`config.mk`:
```
export PLATFORM = sky130hd
export DESIGN_NAME = alu_arbiter
export DESIGN_NICKNAME = d
export VERILOG_FILES = /design/src/rtl/alu_pkg.sv /design/src/rtl/alu_arbiter_rr.sv /design/src/rtl/alu_arbiter.sv
export SDC_FILE = /design/constraint.sdc
export NUM_CORES = 1
export LEC_CHECK = 0
export BUFFER_PORTS_ARGS = -buffer_cell sky130_fd_sc_hd__buf_2
export CAP_MARGIN = 20
export CORE_UTILIZATION = 50
export DETAILED_ROUTE_END_ITERATION = 16
export GPL_TIMING_DRIVEN = 0
export MAX_ROUTING_LAYER = met4
export PLACE_DENSITY = 0.84
export SYNTH_ARGS = -nofsm -noshare
export SYNTH_HDL_FRONTEND = slang
export SYNTH_SLANG_ARGS = --single-unit
```
`constraint.sdc`:
```
create_clock -name clk -period 2.76 [get_ports clk]
set_input_delay 0.138 -clock clk [delete_from_list [all_inputs] [get_ports clk]]
set_output_delay 0.138 -clock clk [all_outputs]
set_load 0.02 [all_outputs]
```
`src/rtl/alu_pkg.sv`:
```
// Shared types for the two-requester ALU front end: opcodes, arbiter FSM states
// and the opcode validity check.
package alu_pkg;

    localparam int OPW = 4;

    typedef enum logic [OPW-1:0] {
        SEL       = 4'h0,
        INC       = 4'h1,
        DEC       = 4'h2,
        ADD       = 4'h3,
        ADD_C     = 4'h4,
        SUB       = 4'h5,
        SUB_C     = 4'h6,
        AND       = 4'h7,
        OR        = 4'h8,
        XOR       = 4'h9,
        NOT       = 4'hA,
        SHIFT_L   = 4'hB,
        SHIFT_R   = 4'hC,
        ROTATE_R  = 4'hD,
        INVALID_1 = 4'hE,
        INVALID_2 = 4'hF
    } opcode_e;

    typedef enum logic [2:0] {
        IDLE,
        ISSUE,
        WAIT,
        RESP,
        ERR
    } arb_state_e;

    function automatic logic is_valid_op(input logic [OPW-1:0] ctl);
        return !((ctl == INVALID_1) || (ctl == INVALID_2));
    endfunction

endpackage

```
`src/rtl/alu_arbiter_rr.sv`:
```
// Two-way round-robin grant; the pointer remembers the last accepted requester
// so a tie goes to the other one.
module rr_arbiter2 (
    input  logic       clk,
    input  logic       reset,
    input  logic       en,
    input  logic [1:0] req,
    input  logic       accept,
    output logic [1:0] gnt
);

    logic last;

    always_comb begin
        gnt = 2'b00;
        if (en) begin
            if (req == 2'b11) gnt = last ? 2'b01 : 2'b10;
            else              gnt = req;
        end
    end

    // Reset value 1 lets requester 0 win the first tie.
    always_ff @(posedge clk or negedge reset) begin
        if (!reset)      last <= 1'b1;
        else if (accept) last <= gnt[1];
    end

endmodule

```
`src/rtl/alu_arbiter.sv`:
```
// Round-robin front end sharing one registered 4-bit ALU between two requesters,
// with per-requester carry flags, invalid-opcode and timeout error responses.
module alu_arbiter
    import alu_pkg::*;
#(
    parameter int TIMEOUT = 4
) (
    input  logic           clk,
    input  logic           reset,
    input  logic [1:0]     req_valid,
    output logic [1:0]     req_ready,
    input  logic [7:0]     req_a,
    input  logic [7:0]     req_b,
    input  logic [7:0]     req_ctl,
    input  logic [1:0]     flag_clr,
    output logic [1:0]     rsp_valid,
    output logic [OPW-1:0] rsp_result,
    output logic           rsp_carry,
    output logic           rsp_zero,
    output logic           rsp_err,
    output logic [1:0]     flag,
    output logic           alu_valid_in,
    output logic [OPW-1:0] alu_a,
    output logic [OPW-1:0] alu_b,
    output logic [OPW-1:0] alu_ctl,
    output logic           alu_cin,
    input  logic           alu_valid_out,
    input  logic [OPW-1:0] alu_result,
    input  logic           alu_carry,
    input  logic           alu_zero
);

    localparam int CW = $clog2(TIMEOUT + 1);

    arb_state_e     state, state_nxt;
    logic           owner;
    logic [1:0]     gnt;
    logic           hs;
    logic           sel;
    logic [OPW-1:0] sel_a, sel_b, sel_ctl;
    logic [CW-1:0]  cnt;
    logic [1:0]     owner_oh;
    logic [1:0]     flag_set;

    rr_arbiter2 u_rr (
        .clk    (clk),
        .reset  (reset),
        .en     (state == IDLE),
        .req    (req_valid),
        .accept (hs),
        .gnt    (gnt)
    );

    assign req_ready = gnt;
    assign hs        = |gnt;
    assign sel       = gnt[1];
    assign sel_a     = sel ? req_a[7:4]   : req_a[3:0];
    assign sel_b     = sel ? req_b[7:4]   : req_b[3:0];
    assign sel_ctl   = sel ? req_ctl[7:4] : req_ctl[3:0];

    always_comb begin
        state_nxt = state;
        case (state)
            IDLE:    if (hs) state_nxt = is_valid_op(sel_ctl) ? ISSUE : ERR;
            ISSUE:   state_nxt = WAIT;
            WAIT: begin
                if (alu_valid_out)                 state_nxt = RESP;
                else if (cnt == CW'(TIMEOUT - 1))  state_nxt = ERR;
            end
            RESP:    state_nxt = IDLE;
            ERR:     state_nxt = IDLE;
            default: state_nxt = IDLE;
        endcase
    end

    always_ff @(posedge clk or negedge reset) begin
        if (!reset) state <= IDLE;
        else        state <= state_nxt;
    end

    always_ff @(posedge clk or negedge reset) begin
        if (!reset) begin
            owner      <= 1'b0;
            alu_a      <= '0;
            alu_b      <= '0;
            alu_ctl    <= '0;
            cnt        <= '0;
            rsp_result <= '0;
            rsp_carry  <= 1'b0;
            rsp_zero   <= 1'b0;
            rsp_err    <= 1'b0;
        end else begin
            if (hs) begin
                owner   <= sel;
                alu_a   <= sel_a;
                alu_b   <= sel_b;
                alu_ctl <= sel_ctl;
            end
            if (state == ISSUE)     cnt <= '0;
            else if (state == WAIT) cnt <= cnt + 1'b1;
            if (state == WAIT && alu_valid_out) begin
                rsp_result <= alu_result;
                rsp_carry  <= alu_carry;
                rsp_zero   <= alu_zero;
                rsp_err    <= 1'b0;
            end
            // Only IDLE (bad opcode) and WAIT (timeout) can lead into ERR.
            if (state_nxt == ERR) rsp_err <= 1'b1;
        end
    end

    assign owner_oh = owner ? 2'b10 : 2'b01;
    assign flag_set = (state == RESP) ? owner_oh : 2'b00;

    // A clear on the same edge as a RESP update takes priority.
    always_ff @(posedge clk or negedge reset) begin
        if (!reset) flag <= 2'b00;
        else        flag <= ((flag & ~flag_set) | (flag_set & {2{rsp_carry}})) & ~flag_clr;
    end

    assign rsp_valid    = (state == RESP || state == ERR) ? owner_oh : 2'b00;
    assign alu_valid_in = (state == ISSUE);
    assign alu_cin      = flag[owner];

endmodule

```
[Word-level counts from Yosys, hierarchy flattened]
Cells that the tools add are included.
Cells by class
  reductions and logical operators: 7
  bitwise operators: 6
  equality and inequality tests: 9
  $add $sub $neg: 1
  muxes and demuxes: 20
  $lt $le $gt $ge: 1
Operator list (number)
  $mux 3: 6
  $mux 2: 6
  $mux 4: 3
  $eq 3x2->1 const B: 3
  $pmux 3 s3: 1
  $eq 4x4->1 const B: 2
  $and 2x2->2: 3
  $eq 3x3->1 const B: 2
  $mux 1: 4
  $not 2->2: 2
  $reduce_bool 2->1: 2
  $add 3x1->3 const B: 1
  $eq 3x1->1 const B: 1
  $logic_not 3->1: 1
  $eq 2x2->1 const B: 1
  $logic_or 1x1->1: 2
  $lt 1x2->1 const B: 1
  $or 2x2->2: 1
  $reduce_or 2->1: 1
  $logic_and 1x1->1: 1
Word-level totals
  output and inout port bits: 27
  register bits after elaboration: 29
  logic and storage cells: 56
  bits of input ports: 37

[Depth between registers and ports, before layout]
Gate-level depths: netlist of run 1.
  depth after elaboration: 11
  gate-level depth with buffers: 6

[By module]
A second synthesis of run 1 with hierarchy kept.
Unflattened totals
  cell total of the unflattened synthesis: 131
  area, all modules: 1467.7 um^2
Modules (own cells, without submodules)
  alu_arbiter: cells each 123, instances 1, sequential area each 700.7 um^2, area an instance 1401.3 um^2
  rr_arbiter2: cells each 8, instances 1, sequential area each 26.3 um^2, area an instance 66.3 um^2

[Worst setup path before layout of run 1]
Ideal clock, no wire load.
  path type: register to register
  start: register state[2]
  end: register state[0]
  path slack: 1.235 ns
  arrival time: 1.407 ns
  setup time: 0.118 ns
  cell stages (with the launch flop): 6
  path buffers: 1
  cells stage by stage: dfrtp_1 buf_6 nor3_4 nand3_4 mux2_4 a21o_1
On the way
  longest elaborated chain between the ends: 8
Ends and longest elaborated chain
  start: declaration: line alu_arbiter.sv:35  | arb_state_e state, state_nxt;
  start signal: assignment: line alu_arbiter.sv:78  | else state <= state_nxt;
  $logic_not 3->1: line alu_arbiter.sv:48, alu_arbiter.sv:63
  $mux 2: line alu_arbiter_rr.sv:16  | if (en) begin
  $mux 4: line alu_arbiter.sv:59  | assign sel_ctl = sel ? req_ctl[7:4] : req_ctl[3:0];
  $eq 4x4->1: line alu_pkg.sv:35  | return !((ctl == INVALID_1) || (ctl == INVALID_2));
  $logic_or 1x1->1: line alu_pkg.sv:35
  $mux 3 (2 in series): line alu_arbiter.sv:64  | IDLE: if (hs) state_nxt = is_valid_op(sel_ctl) ? ISSUE : ERR;
  $pmux 3 s3 *: line alu_arbiter.sv:63  | case (state)
  named net state_nxt[0]: line alu_arbiter.sv:35
Mark *: on every way through the listed nets, which the timed path passes. The rest lies on a longest branch.
A chain may end at the register's enable or synchronous reset.

[Final worst setup path of run 1]
  start: register state[2]
  end: output req_ready[1]
On the way
  longest elaborated chain between the ends: 2
Ends and longest elaborated chain
  $logic_not 3->1: line alu_arbiter.sv:48  | .en (state == IDLE),
  $mux 2: line alu_arbiter_rr.sv:16
  end: declaration: line alu_arbiter.sv:11  | output logic [1:0] req_ready,
Every way passes these cells.

==> results of run 1 <==
==> state kept, by name, summed over array words and instances (netlist names), 2 cells and up <==
register	cells
flag	2
rsp_result	4
alu_a	4
state	3
alu_b	4
cnt	3
alu_ctl	4
==> repair_timing <==
action	4_1_cts	5_1_grt
endpoints found under the hold margin	30	0
hold buffers	3	0
buffers inserted	0	0
==> worst paths after layout <==
kind                               from  slack, ns       endpoint  depth (start not counted)
setup / recovery               state[2]       0.81   req_ready[1]                          6
hold / removal             req_valid[0]       0.01      u_rr.last                          2
setup reg to reg               state[2]       1.02       alu_a[3]                          6
hold reg to reg                alu_b[0]       0.49       alu_b[0]                          2
max in group asynchronous         reset       1.99  rsp_result[0]                          2
min in group asynchronous         reset       0.36       alu_a[0]                          2
==> critical path: cells and delay by family (launching register included) <==
family | cells | cell delay, ns
DFF | 1 | 0.38
buffers and inverters | 4 | 0.62
and+or+nand+nor | 2 | 0.48
==> kinds of logic after synthesis <==
logic type / count (synthesis)
AND/OR/NAND/NOR: 38
flip-flops: 29
AO/OA/AOI/OAI: 28
multiplexers: 24
buffers and inverters: 13
adder cells (fa/ha/maj): 2
==> Yosys cell counts <==
master | number | area, um^2
dfrtp_1 | 28 | 701
nand2_1 | 20 | 75.1
mux2i_1 | 16 | 160
o21ai_0 | 15 | 75.1
mux2_2 | 7 | 78.8
inv_1 | 6 | 22.5
nor2_1 | 6 | 22.5
a21oi_1 | 3 | 15.0
a22oi_1 | 3 | 22.5
buf_2 | 3 | 15.0
clkbuf_1 | 3 | 11.3
nand3_1 | 3 | 15.0
a31oi_1 | 2 | 12.5
ha_1 | 2 | 25.0
nor2b_1 | 2 | 12.5
o21ai_1 | 2 | 10.0
a21o_1 | 1 | 7.51
and3_1 | 1 | 6.26
buf_6 | 1 | 11.3
dfstp_2 | 1 | 26.3
mux2_4 | 1 | 15.0
nand2b_1 | 1 | 6.26
nand3_4 | 1 | 17.5
nand4_1 | 1 | 6.26
nor3_1 | 1 | 5.00
nor3_4 | 1 | 16.3
nor3b_1 | 1 | 7.51
o21a_1 | 1 | 7.51
o22ai_1 | 1 | 6.26
==> per-layer routing <==
layer,wire length [um],global-route usage [%],up-vias
met2,1710,45.0,39
met4,104,15.8,0
met3,149,5.19,12
met1,1330,28.6,609
li1,-,-,614
met5,0,-,-
==> area by class of cell <==
cell class,count,area (um^2)
sequential,29,727
tap,30,37.5
clock buffer,7,55.1
inverter,6,22.5
buffer,7,37.5
timing repair buffer,66,345
fill,200,717
multi-input combinational,92,626
==> report_power, final <==
group          leakage [nW]  switching [mW]  internal (mW)
sequential            0.359           0.122          0.622
combinational         0.651           0.631          0.391
clock                0.0314           0.136          0.120
total                  1.04           0.889           1.13
==> flow_summary.json, run 1 <==
{
  "status": "completed",
  "yosysWarnings": 0,
  "syn_nets": 173,
  "synth.avg_cell_area_um2": 10.5,
  "grt-ovfl-total": 0,
  "die_h_um": 55.2,
  "grt_max_degree": 30,
  "fin_util_pct": 72.1,
  "synth_mux_area_share_pct": 18.0,
  "path_class": "flip-flop to output pin",
  "grt_usage_pct": 26.5,
  "synth-seq-cells": 29,
  "critPathRequiredTime_ns": 2.62,
  "vias_per_cell": 5.38,
  "wl_mm": 3.29,
  "clk_pin_slew_ns": 0.08,
  "crit_path_max_incr_delay_ns": 0.38,
  "power.total_mw": 2.02,
  "start_kind": "flip-flop",
  "antenna_found_initial": 0,
  "die_w_um": 55.2,
  "synthDistinctLibCells": 29,
  "final_area_mm2": 0.00185,
  "ir_drop_mv": 0.715,
  "gp_congestion": 0.844,
  "critPathMaxFanout": 10,
  "rsz0062_at_grt": "no",
  "wire_per_inst_um": 13.9,
  "instances_no_fill": 237,
  "fmax_ghz": 0.514,
  "whs_ns": 0.0109,
  "tightest_slew_ns": 0.628,
  "area_growth_pct": 31.0,
  "worst_path_max_delay_cell": "dfrtp_1",
  "p_per_area_mw_per_mm2": 1090,
  "cp.arrival_ns": 1.81,
  "layout-drive-gt1-share_pct": 40.6,
  "final_cell_mix": "66 x buf_2, 28 x dfrtp_1, 20 x nand2_1, 16 x mux2i_1, 15 x o21ai_0",
  "finalSetupViolations": 0,
  "ys_seq_area_share_pct": 51.5,
  "core-area_mm2": 0.00257,
  "dr.first_iter.drc_count": 22,
  "numCtsBuffers": 5,
  "port_buffers": 63,
  "num_antenna_cells": 0,
  "critical_path.cell_chain": "buf_6 > nor3_4 > nand3_4 > buf_2 > inv_1 > buf_2",
  "end_kind": "output pin",
  "placedCellCount": 227,
  "clock_latency_ns": 0.33,
  "final_common_cell": "buf_2",
  "clockBufferDepth": 2,
  "crit_top_cell": "buf_2",
  "final_max_slew_viol_count": 0,
  "drv_cap": 0,
  "cts_resized": 0,
  "hp-class": "primary input to flip-flop",
  "synth_compound_area_share_pct": 11.1,
  "placed_cell_area_mm2": 0.00177,
  "root_buffer": "clkbuf_4",
  "drcViolationCount": 0,
  "skew_ns": 0.00909,
  "synthAdderAreaFrac_pct": 1.77,
  "htreeDepth": 2,
  "syn_area_mm2": 0.00141,
  "via_count": 1274,
  "ant_nets": 0,
  "synth_top_family_by_area": "multiplexers",
  "die-area_mm2": 0.00304,
  "post-place-ws_ns": 1.03,
  "drt-pass1-iter-count": 4,
  "fin_crit_ns": 1.95,
  "start_util_pct": 55.0,
  "grt_pass1_wl_mm": 5.30,
  "synth_xor_area_share_pct": 0,
  "nets": 246,
  "finalSetupTns_ns": 0,
  "slew_headroom_pct": 58.1,
  "power_leakage_nw": 1.04,
  "synthesis.instances": 134,
  "setup_slack_ns": 0.813,
  "cts.sinks": 29,
  "boundaryPins": 64,
  "fin_crit_sh_pct": 70.5,
  "first_global_vias": 1241,
  "yosys.area_share.simple_pct": 13.5,
  "cts_tree": "yes",
  "finalHoldViolCount": 0,
  "num_rows": 18,
  "post-dp-hpwl_mm": 2.52
}
Note: power is estimated with default switching activity, not from simulation.
==> run 2, diff against run 1 <==
Settings changed: ABC_AREA from default to 1, CORE_UTILIZATION 50 to 42, PLACE_DENSITY 0.84 to 0.75.
Clock period 2.76 ns to 1.7 ns, I/O delays scaled along.
==> run 2 against run 1 <==
Against the previous run:
- sequential share of layout area fell by 3.3 points
- non-clock buffer count is 6 higher
- die area rose by 20%
- largest cell class unchanged
- highest routed layer unchanged
==> flow_summary.json, run 2 <==
{
  "clockBufferDepth": 2,
  "wl_mm": 3.19,
  "yosysWarnings": 0,
  "post-dp-hpwl_mm": 2.30,
  "synthesis.instances": 164,
  "num_rows": 20,
  "num_antenna_cells": 0,
  "syn_area_mm2": 0.00143,
  "port_buffers": 63,
  "netSwitchingPower_mw": 1.56,
  "yosysMostFrequentCell": "nand2_1",
  "fin_crit_ns": 1.59,
  "ys_seq_area_share_pct": 50.8,
  "first_global_vias": 1124,
  "htreeDepth": 2,
  "ys_top_cells_by_area": "dfrtp_1 49%, nand2_1 13%, mux2_2 4.7%, nor2_1 4.5%, a31oi_1 4.4%",
  "fin_crit_sh_pct": 93.4,
  "final_common_cell": "buf_2",
  "root_buffer": "clkbuf_4",
  "power_leakage_nw": 1.09,
  "placed_cell_area_mm2": 0.00180,
  "die_h_um": 60.4,
  "final_cell_mix": "62 x buf_2, 50 x nand2_1, 27 x dfrtp_1, 17 x nor2_1, 15 x inv_1",
  "clkPwrFrac_pct": 15.8,
  "yosys.area_share.simple_pct": 25.3,
  "cts.sinks": 29,
  "ir_drop_mv": 0.957,
  "synth_top_family_by_area": "simple AND/OR/NAND/NOR gates",
  "synth.avg_cell_area_um2": 8.73,
  "finalHoldViolCount": 0,
  "cp.arrival_ns": 1.50,
  "skew_ns": 0.0128,
  "intPower_mw": 2.01,
  "fmax_ghz": 0.630,
  "finalSetupTns_ns": 0,
  "layout-drive-gt1-share_pct": 38.7,
  "vias_per_cell": 4.55,
  "syn_nets": 203,
  "synthDistinctLibCells": 25,
  "drt-pass1-iter-count": 4,
  "numCtsBuffers": 5,
  "critPathRequiredTime_ns": 1.62,
  "clock_latency_ns": 0.33,
  "clk_pin_slew_ns": 0.11,
  "ant_nets": 0,
  "hp-class": "primary input to flip-flop",
  "grt_usage_pct": 19.6,
  "drv_cap": 0,
  "synth_mux_area_share_pct": 4.72,
  "setup_slack_ns": 0.113,
  "synthAdderAreaFrac_pct": 1.75,
  "comb_power_share_pct": 50.4,
  "critPathMaxFanout": 10,
  "die_w_um": 60.4,
  "dr.first_iter.drc_count": 44,
  "synth-seq-cells": 29,
  "area_growth_pct": 41.5,
  "via_count": 1328,
  "grt-ovfl-total": 0,
  "wire_per_inst_um": 10.9,
  "post-place-ws_ns": 0.254,
  "synth_common_cells": "50 x nand2_1, 28 x dfrtp_1, 17 x nor2_1",
  "status": "completed",
  "finalSetupViolations": 0,
  "async_flop_share_pct": 100,
  "die-area_mm2": 0.00365,
  "p_per_area_mw_per_mm2": 1760,
  "boundaryPins": 64,
  "critical_path.cell_chain": "nor2_2 > nand2_2 > nor2_4 > buf_6 > buf_2",
  "nets": 286,
  "synth_edf_count": 0,
  "drcViolationCount": 0,
  "nFillCells": 279,
  "synth_compound_area_share_pct": 10.9,
  "crit_path_max_incr_delay_ns": 0.45,
  "gp_congestion": 0.822,
  "pwr-share-seq_pct": 33.8,
  "start_kind": "flip-flop",
  "rsz0062_at_grt": "no",
  "core-area_mm2": 0.00315,
  "synth_top_area_share_pct": 49.0,
  "grt_pass1_wl_mm": 4.87,
  "synth_xor_area_share_pct": 0,
  "final_area_mm2": 0.00203,
  "slew_headroom_pct": 58.3,
  "worst_path_max_delay_cell": "dfrtp_2",
  "final_max_slew_viol_count": 0,
  "tightest_slew_ns": 0.626,
  "end_kind": "output pin",
  "cts_tree": "yes",
  "path_class": "flip-flop to output pin",
  "antenna_found_initial": 0,
  "start_util_pct": 45.4,
  "yosys.area.top_type": "dfrtp_1",
  "swShare_pct": 43.7,
  "grt_max_degree": 30,
  "synth_ff_type": "dfrtp_1"
}
[run 2: cell families after synthesis]
family,count (synthesis)
compound gates,25
fa+ha+maj,2
buf+inv,20
flops,29
mux,6
simple gates,82
[run 2: power by group through the flow]
stage / combinational, mW / sequential, mW / clock (mW)
after floorplan: 0.961 / 1.50 / 0
after global placement: 1.74 / 1.21 / 0
after detailed placement: 1.77 / 1.22 / 0
after CTS: 1.79 / 1.21 / 0.577
after global routing: 2.00 / 1.25 / 0.617
final: 1.80 / 1.21 / 0.563
[run 2: final timing paths]
kind | from | end | slack, ns | depth (start not counted)
max | state[2] | req_ready[1] | 0.11 | 5
min in group asynchronous | reset | rsp_result[2] | 0.29 | 2
max reg2reg | u_rr.last | alu_b[0] | 0.24 | 7
min reg2reg | cnt[0] | cnt[0] | 0.49 | 1
min | req_b[3] | alu_b[3] | 0.01 | 3
max in group asynchronous | reset | state[2] | 0.97 | 2
[run 2: layout make-up]
class / instances / area (um^2) / share of cell area [%]
Multi-Input combinational cell: 115 / 619 / 30.6
Tap cell: 44 / 55.1 / 2.72
Timing Repair Buffer: 76 / 445 / 22.0
Buffer: 3 / 30.0 / 1.48
Clock inverter: 3 / 46.3 / 2.29
Sequential cell: 29 / 728 / 35.9
Clock buffer: 5 / 37.5 / 1.85
Inverter: 17 / 63.8 / 3.15
[run 2: critical path, delay by kind of cell, from the launching register on]
family                 cells  cell delay (ns)
buffers and inverters      2             0.33
DFF                        1             0.45
and+or+nand+nor            3             0.40
[run 2: repair_timing]
item,CTS,global route
buffers inserted,0,1
endpoints found under the setup margin,0,4
hold buffers,11,1
gates resized for setup,0,4
hold endpoints to repair,38,1
[run 2: through the flow]
step | std cells | hold slack, ns | utilization (%) | total power, mW
floorplan | 164 | -0.211 | - | 2.46
global placement | 271 | 0.145 | 57.1 | 2.95
detailed placement | 271 | 0.143 | 57.1 | 2.99
CTS | 290 | 0.000582 | 63.3 | 3.57
global route | 292 | 0.00105 | 64.2 | 3.87
finish | 292 | 0.0100 | 64.2 | 3.57
[run 2: per-layer routing]
| metal | GRT usage (%) | up-vias | share of wire, % |
|---|---|---|---|
| met5 | - | - | 0 |
| met4 | 7.97 | 0 | 1.4 |
| met3 | 5.12 | 5 | 3.5 |
| met2 | 30.9 | 32 | 50 |
| met1 | 23.8 | 596 | 45 |
| li1 | - | 695 | - |
